--- src/rtl/lsu_pkg.sv ---
// lsu_pkg: shared definitions for the load/store unit.
//   - RISC-V funct3 encodings for loads/stores (F3_*)
//   - memory store-size encodings (SZ_*)
//   - FSM state type lsu_state_t
//   - helpers: access_bytes() and f3_legal()
package lsu_pkg;

  localparam logic [2:0] F3_B  = 3'b000;
  localparam logic [2:0] F3_H  = 3'b001;
  localparam logic [2:0] F3_W  = 3'b010;
  localparam logic [2:0] F3_BU = 3'b100;
  localparam logic [2:0] F3_HU = 3'b101;

  localparam logic [1:0] SZ_BYTE = 2'b00;
  localparam logic [1:0] SZ_HALF = 2'b01;
  localparam logic [1:0] SZ_WORD = 2'b10;

  typedef enum logic [2:0] {
    IDLE    = 3'd0,
    LOAD_LO = 3'd1,
    LOAD_HI = 3'd2,
    STORE   = 3'd3,
    RESP    = 3'd4
  } lsu_state_t;

  // Access width in bytes; funct3[1:0] carries the size for every legal code.
  function automatic logic [2:0] access_bytes(input logic [2:0] f3);
    case (f3[1:0])
      2'b00:   return 3'd1;
      2'b01:   return 3'd2;
      default: return 3'd4;
    endcase
  endfunction

  // Unsigned variants only make sense for loads.
  function automatic logic f3_legal(input logic [2:0] f3, input logic we);
    case (f3)
      F3_B, F3_H, F3_W: return 1'b1;
      F3_BU, F3_HU:     return !we;
      default:          return 1'b0;
    endcase
  endfunction

endpackage

--- src/rtl/lsu_mem_ctrl_if.sv ---
// lsu_mem_ctrl_if: request/response bus from the core plus the data-memory port.
//   slave  : the LSU side (takes requests, drives memory)
//   master : the core + memory side (testbench)
// Handshake: a request transfers on the rising edge where req_valid && req_ready;
// req_ready is high only while the LSU is idle, and req_valid/fields are ignored
// otherwise. rsp_valid is a single-cycle pulse with no back-pressure; rsp_rdata
// and rsp_fault are valid in that cycle and held until the next response.
interface lsu_mem_ctrl_if;
  logic        req_valid;
  logic        req_ready;
  logic        req_we;
  logic [2:0]  req_funct3;
  logic [31:0] req_addr;
  logic [31:0] req_wdata;
  logic        rsp_valid;
  logic [31:0] rsp_rdata;
  logic        rsp_fault;
  logic        mem_write_en;
  logic        mem_read_en;
  logic [31:0] mem_addr;
  logic [1:0]  mem_store_size;
  logic [31:0] mem_write_data;
  logic [31:0] mem_read_data;

  modport slave (
    input  req_valid, req_we, req_funct3, req_addr, req_wdata, mem_read_data,
    output req_ready, rsp_valid, rsp_rdata, rsp_fault,
           mem_write_en, mem_read_en, mem_addr, mem_store_size, mem_write_data
  );

  modport master (
    output req_valid, req_we, req_funct3, req_addr, req_wdata, mem_read_data,
    input  req_ready, rsp_valid, rsp_rdata, rsp_fault,
           mem_write_en, mem_read_en, mem_addr, mem_store_size, mem_write_data
  );
endinterface

--- src/rtl/lsu_load_extend.sv ---
// lsu_load_extend: combinational load-data aligner.
//   pair   : {upper word, lower word} read from memory (upper is 0 when unused)
//   offset : byte offset of the access inside the lower word
//   funct3 : load type (B/H/W signed, BU/HU unsigned)
//   data   : selected bytes, sign- or zero-extended to 32 bits
module lsu_load_extend
  import lsu_pkg::*;
(
  input  logic [63:0] pair,
  input  logic [1:0]  offset,
  input  logic [2:0]  funct3,
  output logic [31:0] data
);

  logic [31:0] win;

  // Bring the addressed byte down to bit 0; a crossing access pulls the
  // missing bytes in from the upper word.
  assign win = 32'(pair >> {offset, 3'b000});

  always_comb begin
    data = win;
    case (funct3)
      F3_B:    data = {{24{win[7]}}, win[7:0]};
      F3_H:    data = {{16{win[15]}}, win[15:0]};
      F3_BU:   data = {24'h0, win[7:0]};
      F3_HU:   data = {16'h0, win[15:0]};
      default: data = win;
    endcase
  end

endmodule

--- src/rtl/lsu_mem_ctrl.sv ---
// lsu_mem_ctrl: load/store unit between the execute stage and a little-endian,
// byte-addressed data memory (async read, sync write).
//   clk, reset : clock, synchronous active-high reset
//   bus        : lsu_mem_ctrl_if.slave (core request/response + memory port)
//   dbg_state  : current FSM state
// Parameter MEM_SIZE: memory size in bytes; any byte beyond it faults.
// Build option LSU_MISALIGN_TRAP_EN: misaligned H/W accesses fault instead of
// being split into two reads or a sequence of byte writes.
module lsu_mem_ctrl
  import lsu_pkg::*;
#(
  parameter int unsigned MEM_SIZE = 512
) (
  input  logic               clk,
  input  logic               reset,
  lsu_mem_ctrl_if.slave      bus,
  output lsu_state_t         dbg_state
);

  lsu_state_t  state_q, state_d;
  logic        we_q;
  logic [2:0]  f3_q;
  logic [31:0] addr_q, wdata_q, lo_q, rdata_q;
  logic        fault_q;
`ifndef LSU_MISALIGN_TRAP_EN
  logic        cross_q, mis_q;
  logic [1:0]  cnt_q;
  logic        req_crossing;
`endif

  logic [2:0]  req_size;
  logic        req_misaligned, req_range_fault, req_fault, accept;
  logic [31:0] ext_data;
  logic [63:0] ext_pair;

  // Request decode, done on the live inputs so the accept edge picks the path.
  assign req_size        = access_bytes(bus.req_funct3);
  assign req_misaligned  = (req_size == 3'd2 && bus.req_addr[0]) ||
                           (req_size == 3'd4 && bus.req_addr[1:0] != 2'b00);
  // 33-bit sum so an address near 2^32 cannot wrap back into range.
  assign req_range_fault = ({1'b0, bus.req_addr} + {30'd0, req_size}) > 33'(MEM_SIZE);
`ifndef LSU_MISALIGN_TRAP_EN
  assign req_crossing    = ({2'b00, bus.req_addr[1:0]} + {1'b0, req_size}) > 4'd4;
  assign req_fault       = req_range_fault || !f3_legal(bus.req_funct3, bus.req_we);
`else
  assign req_fault       = req_range_fault || !f3_legal(bus.req_funct3, bus.req_we) ||
                           req_misaligned;
`endif

  assign bus.req_ready = (state_q == IDLE) && !reset;
  assign accept        = bus.req_valid && bus.req_ready;
  assign bus.rsp_valid = (state_q == RESP) && !reset;
  assign bus.rsp_rdata = rdata_q;
  assign bus.rsp_fault = fault_q;
  assign dbg_state     = state_q;

  // In LOAD_HI the lower word was captured last cycle; otherwise only the
  // word on the bus matters.
  assign ext_pair = (state_q == LOAD_HI) ? {bus.mem_read_data, lo_q}
                                         : {32'h0, bus.mem_read_data};

  lsu_load_extend u_ext (
    .pair   (ext_pair),
    .offset (addr_q[1:0]),
    .funct3 (f3_q),
    .data   (ext_data)
  );

  always_comb begin
    state_d            = state_q;
    bus.mem_write_en   = 1'b0;
    bus.mem_read_en    = 1'b0;
    bus.mem_addr       = 32'h0;
    bus.mem_store_size = SZ_BYTE;
    bus.mem_write_data = 32'h0;
    case (state_q)
      IDLE: begin
        if (accept) begin
          if (req_fault)       state_d = RESP;
          else if (bus.req_we) state_d = STORE;
          else                 state_d = LOAD_LO;
        end
      end
      LOAD_LO: begin
        bus.mem_read_en = 1'b1;
        bus.mem_addr    = {addr_q[31:2], 2'b00};
`ifndef LSU_MISALIGN_TRAP_EN
        state_d = cross_q ? LOAD_HI : RESP;
`else
        state_d = RESP;
`endif
      end
      LOAD_HI: begin
        bus.mem_read_en = 1'b1;
        bus.mem_addr    = {addr_q[31:2] + 30'd1, 2'b00};
        state_d         = RESP;
      end
      STORE: begin
        bus.mem_write_en = 1'b1;
        state_d          = RESP;
`ifndef LSU_MISALIGN_TRAP_EN
        if (mis_q) begin
          // One byte per cycle; H uses counts 0..1, W uses 0..3.
          bus.mem_store_size = SZ_BYTE;
          bus.mem_addr       = addr_q + 32'(cnt_q);
          bus.mem_write_data = wdata_q >> {cnt_q, 3'b000};
          if (cnt_q != ((f3_q[1:0] == 2'b01) ? 2'd1 : 2'd3)) state_d = STORE;
        end else
`endif
        begin
          bus.mem_addr       = addr_q;
          bus.mem_write_data = wdata_q;
          case (f3_q[1:0])
            2'b00:   bus.mem_store_size = SZ_BYTE;
            2'b01:   bus.mem_store_size = SZ_HALF;
            default: bus.mem_store_size = SZ_WORD;
          endcase
        end
      end
      RESP:    state_d = IDLE;
      default: state_d = IDLE;
    endcase
    // Reset kills the memory port in the same cycle so an in-flight store
    // cannot land one more byte on the reset edge.
    if (reset) begin
      bus.mem_write_en   = 1'b0;
      bus.mem_read_en    = 1'b0;
      bus.mem_addr       = 32'h0;
      bus.mem_store_size = SZ_BYTE;
      bus.mem_write_data = 32'h0;
    end
  end

  always_ff @(posedge clk) begin
    if (reset) begin
      state_q <= IDLE;
      we_q    <= 1'b0;
      f3_q    <= 3'b000;
      addr_q  <= 32'h0;
      wdata_q <= 32'h0;
      lo_q    <= 32'h0;
      rdata_q <= 32'h0;
      fault_q <= 1'b0;
`ifndef LSU_MISALIGN_TRAP_EN
      cross_q <= 1'b0;
      mis_q   <= 1'b0;
      cnt_q   <= 2'd0;
`endif
    end else begin
      state_q <= state_d;
      case (state_q)
        IDLE: begin
          if (accept) begin
            we_q    <= bus.req_we;
            f3_q    <= bus.req_funct3;
            addr_q  <= bus.req_addr;
            wdata_q <= bus.req_wdata;
`ifndef LSU_MISALIGN_TRAP_EN
            cross_q <= req_crossing;
            mis_q   <= req_misaligned;
            cnt_q   <= 2'd0;
`endif
            if (req_fault) begin
              fault_q <= 1'b1;
              rdata_q <= 32'h0;
            end
          end
        end
        LOAD_LO: begin
          lo_q <= bus.mem_read_data;
          if (state_d == RESP) begin
            rdata_q <= ext_data;
            fault_q <= 1'b0;
          end
        end
        LOAD_HI: begin
          rdata_q <= ext_data;
          fault_q <= 1'b0;
        end
        STORE: begin
`ifndef LSU_MISALIGN_TRAP_EN
          cnt_q <= cnt_q + 2'd1;
`endif
          if (state_d == RESP) begin
            rdata_q <= 32'h0;
            fault_q <= 1'b0;
          end
        end
        default: ;
      endcase
    end
  end

endmodule

--- src/flat_wrapper.sv ---
// flat-port wrapper written by rule: the top's interface ports become plain ports
module lsu_mem_ctrl_flat import lsu_pkg::*;
#(
  parameter int unsigned MEM_SIZE = 512
)
  (clk, reset, dbg_state, bus_req_valid, bus_req_we, bus_req_funct3, bus_req_addr, bus_req_wdata, bus_mem_read_data, bus_req_ready, bus_rsp_valid, bus_rsp_rdata, bus_rsp_fault, bus_mem_write_en, bus_mem_read_en, bus_mem_addr, bus_mem_store_size, bus_mem_write_data);
  lsu_mem_ctrl_if bus_i ();
  input  logic clk;
  input  logic reset;
  output lsu_state_t dbg_state;
  input wire logic [$bits(bus_i.req_valid)-1:0] bus_req_valid;
  input wire logic [$bits(bus_i.req_we)-1:0] bus_req_we;
  input wire logic [$bits(bus_i.req_funct3)-1:0] bus_req_funct3;
  input wire logic [$bits(bus_i.req_addr)-1:0] bus_req_addr;
  input wire logic [$bits(bus_i.req_wdata)-1:0] bus_req_wdata;
  input wire logic [$bits(bus_i.mem_read_data)-1:0] bus_mem_read_data;
  output wire logic [$bits(bus_i.req_ready)-1:0] bus_req_ready;
  output wire logic [$bits(bus_i.rsp_valid)-1:0] bus_rsp_valid;
  output wire logic [$bits(bus_i.rsp_rdata)-1:0] bus_rsp_rdata;
  output wire logic [$bits(bus_i.rsp_fault)-1:0] bus_rsp_fault;
  output wire logic [$bits(bus_i.mem_write_en)-1:0] bus_mem_write_en;
  output wire logic [$bits(bus_i.mem_read_en)-1:0] bus_mem_read_en;
  output wire logic [$bits(bus_i.mem_addr)-1:0] bus_mem_addr;
  output wire logic [$bits(bus_i.mem_store_size)-1:0] bus_mem_store_size;
  output wire logic [$bits(bus_i.mem_write_data)-1:0] bus_mem_write_data;
  assign bus_i.req_valid = bus_req_valid;
  assign bus_i.req_we = bus_req_we;
  assign bus_i.req_funct3 = bus_req_funct3;
  assign bus_i.req_addr = bus_req_addr;
  assign bus_i.req_wdata = bus_req_wdata;
  assign bus_i.mem_read_data = bus_mem_read_data;
  assign bus_req_ready = bus_i.req_ready;
  assign bus_rsp_valid = bus_i.rsp_valid;
  assign bus_rsp_rdata = bus_i.rsp_rdata;
  assign bus_rsp_fault = bus_i.rsp_fault;
  assign bus_mem_write_en = bus_i.mem_write_en;
  assign bus_mem_read_en = bus_i.mem_read_en;
  assign bus_mem_addr = bus_i.mem_addr;
  assign bus_mem_store_size = bus_i.mem_store_size;
  assign bus_mem_write_data = bus_i.mem_write_data;
  lsu_mem_ctrl #(.MEM_SIZE(MEM_SIZE)) u_core (.clk(clk), .reset(reset), .bus(bus_i), .dbg_state(dbg_state));
endmodule
--- config.mk ---
export PLATFORM = sky130hd
export DESIGN_NAME = lsu_mem_ctrl_flat
export DESIGN_NICKNAME = d
export VERILOG_FILES = /design/src/rtl/lsu_pkg.sv /design/src/rtl/lsu_mem_ctrl_if.sv /design/src/rtl/lsu_load_extend.sv /design/src/rtl/lsu_mem_ctrl.sv /design/src/flat_wrapper.sv
export SDC_FILE = /design/constraint.sdc
export NUM_CORES = 1
export LEC_CHECK = 0
export CORE_MARGIN = 1.5
export CORE_UTILIZATION = 40
export CTS_CLUSTER_SIZE = 8
export DETAILED_ROUTE_END_ITERATION = 7
export GPL_TIMING_DRIVEN = 0
export PLACE_DENSITY = 0.66
export RECOVER_POWER = 100
export SLEW_MARGIN = 20
export SYNTH_ARGS = -nofsm -noshare
export SYNTH_HDL_FRONTEND = slang
export SYNTH_SLANG_ARGS = --single-unit
--- constraint.sdc ---
create_clock -name clk -period 11.5 [get_ports clk]
set_input_delay 2.3 -clock clk [delete_from_list [all_inputs] [get_ports clk]]
set_output_delay 2.3 -clock clk [all_outputs]
set_load 0.02 [all_outputs]
; ---- Word-level counts from Yosys, hierarchy flattened
; Cells that the tools add are included.
; Widths: inputs -> output; s select.
[classes]
eq_ne = 22
n_lt_le_gt_ge = 2
addsub = 5
shifts = 2
muxes = 37
reduce_logical = 27
[ops]
columns = op, count
row1 = $mux 32, 9
row2 = $pmux 32 s4, 2
row3 = $pmux 32 s3, 1
row4 = $mux 64, 1
row5 = $shr 64x5->32, 1
row6 = $add 32x3->33, 1
row7 = $gt 33x10->1 const B, 1
row8 = $add 32x2->32, 1
row9 = $shr 32x5->32, 1
row10 = $add 30x1->30 const B, 1
row11 = $eq 3x3->1 const B, 7
row12 = $mux 3, 5
row13 = $eq 3x2->1 const B, 4
row14 = $mux 2, 6
row15 = $pmux 3 s4, 1
row16 = $ne 2x1->1 const B, 5
row17 = $eq 3x1->1 const B, 3
row18 = $logic_not 3->1, 3
row19 = $pmux 2 s2, 2
row20 = $mux 1, 7
row21 = $pmux 3 s2, 1
row22 = $reduce_or 2->1, 3
row23 = $logic_and 1x1->1, 5
row24 = $reduce_and 5->1, 1
row25 = 16 further kinds, 23
[word_totals]
out_inout_bits = 106
reg_bits = 139
wordCells = 105

; ---- Depth between registers and ports, before layout
[depth]
ltp_word = 11
depth_mapped = 16

; ---- Modules after synthesis
; From an unflattened synthesis, not the netlist that was laid out.
[unflattened]
cells_unflattened = 1303
area_unflattened_um2 = 9455.3
[by_module_without_submodules]
columns = module, cells_each, n_inst, seq_area_each_um2, area_per_inst_um2
row1 = lsu_mem_ctrl, 1202, 1, 2782.7, 8335.5
row2 = lsu_load_extend, 101, 1, 0.0, 1119.8

; ---- Worst setup path after synthesis
; No wires, ideal clock.
[synth_timing]
path_kind = input-to-output
startpoint = in reset
endpoint = out bus_rsp_valid
slack_ns = 5.567
path_stages = 4
path_buffers = 3
t_arrival_ns = 3.633
t_required_ns = 9.200
path_cell_list = clkbuf_1 -> clkbuf_1 -> buf_1 -> nor4b_1
[synth_between]
elab_chain_len = 2
[synth_lines]
columns = element, line
row1 = start: declaration, flat_wrapper.sv:9  ; input logic reset;
row2 = $logic_not 1->1, lsu_mem_ctrl.sv:52  ; assign bus.rsp_valid = (state_q == RESP) && !reset;
row3 = $logic_and 1x1->1, lsu_mem_ctrl.sv:52
row4 = end: declaration, flat_wrapper.sv:18  ; output wire logic [$bits(bus_i.rsp_valid)-1:0] bus_rsp_valid;
; No other way between the ends.

; ---- Worst setup path in the final report
[layout_timing]
startpoint = reg u_core.state_q[0] (netlist: u_core.dbg_state[0])
endpoint = out bus_mem_addr[23]
[layout_between]
elab_chain_len = 3
elab_cells_between_ends = 5
cone_classes = eq/ne: 3 / mux: 2
[layout_lines]
columns = element, line
row1 = start: declaration, lsu_mem_ctrl.sv:20  ; lsu_state_t state_q, state_d;
row2 = start signal: assignment, lsu_mem_ctrl.sv:150  ; state_q <= state_d;
row3 = $eq 3x2->1 / $eq 3x1->1 (equally long branches), lsu_mem_ctrl.sv:76  ; case (state_q)
row4 = $pmux 32 s3 (*), lsu_mem_ctrl.sv:76
row5 = $mux 32 (*), lsu_mem_ctrl.sv:125  ; if (reset) begin
row6 = end: declaration, flat_wrapper.sv:23  ; output wire logic [$bits(bus_i.mem_addr)-1:0] bus_mem_addr;
; Every way passes the cells marked *; elsewhere a longest branch is shown, timed or not.

==> tab_implementation.tex <==
\begin{tabular}{lr}
\hline
Metric & Value \\
\hline
\multicolumn{2}{l}{\textbf{Timing}} \\
Max\_slew headroom & 0.336 \\
Slew of the pin with the lowest slew margin & 0.987 ns \\
Portion of the clock cycle consumed by the worst path in the final layout & 0.621 \\
Max-slew violations & 0 \\
Clock period minus worst slack & 7.14 ns \\
Worst hold margin & 0.455 ns \\
Number of setup violations in the final report & 0 \\
Accumulated negative setup slack & 0 ns \\
Clock Skew & 0.0130 ns \\
Number of hold violations in the final report & 0 \\
Setup repair after global routing missed its margin & false \\
Maximum clock rate & 140 MHz \\
Worst path setup slack after routing & about 4.4 ns \\
\multicolumn{2}{l}{\textbf{Worst setup path}} \\
Critical path required time & 9.20 ns \\
Critical Path, Cell by Cell & nor3b\_1 -> buf\_2 -> clkbuf\_1 -> clkbuf\_1 -> clkbuf\_1 -> a31oi\_1 -> or3b\_2 -> a21oi\_1 -> clkdlybuf4s50\_1 \\
Type of the setup path with the least slack & reg -> out \\
Maximum cell stage delay along the critical path & 0.65 ns \\
Worst-path maximum fanout & 10 \\
Critical path's slowest cell & clkbuf\_1 \\
Crit path top cell by count & clkbuf\_1 \\
Data arrival, critical path & 4.84 ns \\
Sort of element at the end of the critical path & output port \\
Setup crit start kind & flip-flop \\
\multicolumn{2}{l}{\textbf{Clock network}} \\
Number of buffers inserted during clock tree synthesis & 17 \\
Htree depth & 4 \\
CTS sink count & 139 \\
Setup Buffers After CTS & 0 \\
Resized cells post-CTS & 0 \\
Clock root buffer master & clkbuf\_16 \\
Clock Path Buffers & 2 \\
Clock tree from TritonCTS & yes \\
Later-pin clock latency in the skew report & 0.43 ns \\
Number of buffers added to fix hold violations after cts & 0 \\
Clock Pin Slew Worst Setup and Hold Paths & 0.07 ns \\
\multicolumn{2}{l}{\textbf{Cells and area}} \\
Antenna Diode Count & 0 \\
Ratio of cells with drive above 1 in the final layout & 0.0449 \\
Total Nets Final & 1612 \\
Final Cell Area & 12200 um2 \\
Synthesis-to-finish area growth & 32.4\% \\
Number of inserted filler cells in the final layout & 2243 \\
Cell Count, Final, Fillers Out & 1800 \\
\multicolumn{2}{l}{\textbf{Logic synthesis}} \\
Post-synthesis share of cell area spent on xor and xnor gates & 0.00570 \\
Commonest cells post-synth & nand2\_1, a21oi\_1, dfxtp\_1, nor2\_1, clkbuf\_1 \\
Share of Yosys cell area claimed by the top area cell type & 0.302 \\
Dominant combinational cell family by area after synthesis & simple AND/OR/NAND/NOR gates \\
Post-synthesis share of cell area spent on full adders, half adders and majority gates & 0.0111 \\
Post-Syn Nets & 1386 \\
Synthesized flop and latch total & 139 \\
Number of library cell types mapped by synthesis & 72 \\
Main synth FF type & dfxtp\_1 \\
Share of synthesized registers carrying an async set or reset & 0 \\
Number of warnings reported in the yosys synthesis log & 0 \\
Average cell area after synthesis & 7.22 um2 \\
Share of synthesized area occupied by flip-flops and latches & 0.302 \\
Fraction of the mapped netlist area in compound gates & 0.266 \\
Cell count after synthesis & between 1000 and 1500 \\
Most frequently used cell type in the post-synthesis netlist & nand2\_1 \\
Total standard cell area after synthesis & 9210 um2 \\
Most area-hungry cell type in the Yosys netlist & dfxtp\_1 \\
Share of synthesized cell area in and, or, nand and nor gates & 0.272 \\
Synth top area cells & dfxtp\_1, nand2\_1, a21oi\_1, mux2i\_1, o21ai\_0 \\
Number of enable-type register cells in the synthesized netlist & 0 \\
Portion of netlist area occupied by mux cells & 0.0917 \\
\multicolumn{2}{l}{\textbf{Floorplan}} \\
Rows & 55 \\
Floorplan die width & about 150 um \\
Starting density of the core & 0.407 \\
Core footprint & 22600 um2 \\
Die extent in y & 155 um \\
Total I/O pin count & 209 \\
Die area & between 20000 and 25000 um2 \\
\multicolumn{2}{l}{\textbf{GRT}} \\
Pin count of the biggest net entering global routing & 17 \\
Total congestion overflow & 0 \\
Number of global-route vias before repair & roughly 9900 \\
Global router's overall resource usage & 0.317 \\
Number of antenna violations at the first check in global routing & 0 \\
First-pass GRT wire length & 58200 um \\
\multicolumn{2}{l}{\textbf{Power}} \\
Power density normalized to cell area & 103 nW/um2 \\
Clock power frac & 0.443 \\
Largest voltage drop on the vdd net & between 0.08 and 0.09 mV \\
Sequential share of power & 0.408 \\
Combinational share of power & 0.149 \\
Net switching power & 375 uW \\
Total internal power & just under 900 uW \\
Leak pwr & 4.36 nW \\
Net switching share of the total power & 0.299 \\
\multicolumn{2}{l}{\textbf{Placed design}} \\
Post-place instance area & 11600 um2 \\
HPWL reported at the end of detailed placement & approximately 30000 um \\
Setup Slack @ Placement & 4.69 ns \\
Weighted congestion reported at the end of routability-driven placement & 0.992 \\
Number of instances in the placed design & 1768 \\
IO Port Bufs & 207 \\
\multicolumn{2}{l}{\textbf{Routing}} \\
Final Routed Wirelength & 38500 um \\
Number of vias after detailed routing & $\sim$11000 \\
Per-cell routed wire length & 21.4 um \\
\# DRC & 0 \\
Ratio of routed vias to standard cells & around 6 \\
Number of iterations in the first detailed-routing pass & 5 \\
Antenna-violating nets left & 0 \\
DRC marker count from the first detailed-route iteration & 884 \\
\multicolumn{2}{l}{\textbf{Job}} \\
Max-Cap Viols & 0 \\
\multicolumn{2}{l}{\textbf{Outcome}} \\
Status & complete, no violations \\
\multicolumn{2}{l}{\textbf{Worst hold path}} \\
Class of the tightest hold or removal check & reg -> reg \\
\hline
\end{tabular}
-- layout by cell type (no fill, tap or decap), types with 4 or more instances in the layout --
cell and n:
dlygate4sd3_1 104, o21bai_1 6, and4_1 7, nand2b_1 24, mux2_2 9, o31ai_1 6
a32o_1 19, nor2b_1 22, o211a_1 9, dfxtp_1 139, ha_1 5, mux4_2 9
a21oi_1 191, a311oi_1 10, clkbuf_1 88, a31oi_1 12, and3_1 13, nand2_1 259
nor3_1 15, clkdlybuf4s50_1 103, buf_1 8, clkbuf_16 17, xnor2_1 4, nor2_1 85
a221oi_1 8, and2_1 19, mux2i_1 54, a21o_1 6, o21ai_0 75, nor4_1 9
a211oi_1 19, or2_2 5, o211ai_1 7, inv_8 4, nand4_1 19, nand3_1 35
or3_1 5, inv_1 22, inv_6 4
-- critical path: cells and delay by family (launching register included) --
family / cells / cell delay (ns)
flip-flops: 1 / 0.40
AO/OA/AOI/OAI: 2 / 0.47
AND/OR/NAND/NOR: 2 / 0.70
buffers and inverters: 5 / 2.83
-- power groups by stage --
stage          sequential, mW  clock (mW)  combinational, mW
2_1_floorplan           0.515           0             0.0932
3_3_place_gp            0.521           0              0.183
3_5_place_dp            0.521           0              0.183
4_1_cts                 0.510       0.560              0.184
5_1_grt                 0.512       0.580              0.200
6_report                0.511       0.555              0.187
-- cells by family (layout without fill, tap and decap cells) --
logic type | count (synthesis) | in the layout
compound gates | 398 | 398
xor+xnor | 6 | 6
fa+ha+maj | 7 | 7
buf+inv | 119 | 358
flops | 139 | 139
mux | 72 | 72
simple gates | 535 | 535
-- layer usage --
layer,up-vias,global-route usage,part of all wire
met4,0,0.110,0.025
met1,5110,0.450,0.45
li1,5057,-,-
met2,543,0.479,0.44
met3,51,0.0583,0.091
met5,-,0,0
-- worst paths after layout --
path                                     startpoint                  endpoint  slack [ns]  cells after the start
worst max-delay path            u_core.dbg_state[0]          bus_mem_addr[23]        4.36                      9
worst min-delay path                 u_core.lo_q[6]            u_core.lo_q[6]        0.45                      2
worst max register to register  u_core.dbg_state[0]  u_core.bus.rsp_rdata[10]        7.55                     10
worst min register to register       u_core.lo_q[6]            u_core.lo_q[6]        0.45                      2
-- per-stage QoR --
stage                     utilization  power [mW]
after floorplan                     -       0.608
after global placement          0.514       0.704
after detailed placement        0.514       0.704
after CTS                       0.540        1.25
after global routing            0.539        1.29
final                           0.539        1.25
-- cell type report --
class	instances	area (um2)	area share
Buffer	96	362	0.0297
Clock buffer	18	429	0.0352
Clock inverter	14	150	0.0123
Inverter	23	86.3	0.00708
Multi-Input combinational cell	1018	5960	0.488
Sequential cell	139	2780	0.228
Tap cell	285	357	0.0292
Timing Repair Buffer	207	2070	0.170
-- flip-flops by register name, indices dropped and copies added (netlist names) --
signal,flops
u_core.addr_q,32
u_core.bus.rsp_rdata,32
u_core.lo_q,32
u_core.wdata_q,32
u_core.dbg_state,3
u_core.f3_q,3
u_core.cnt_q,2
u_core.bus.rsp_fault,1
u_core.cross_q,1
u_core.mis_q,1
Note: power is estimated with default switching activity, not from simulation.
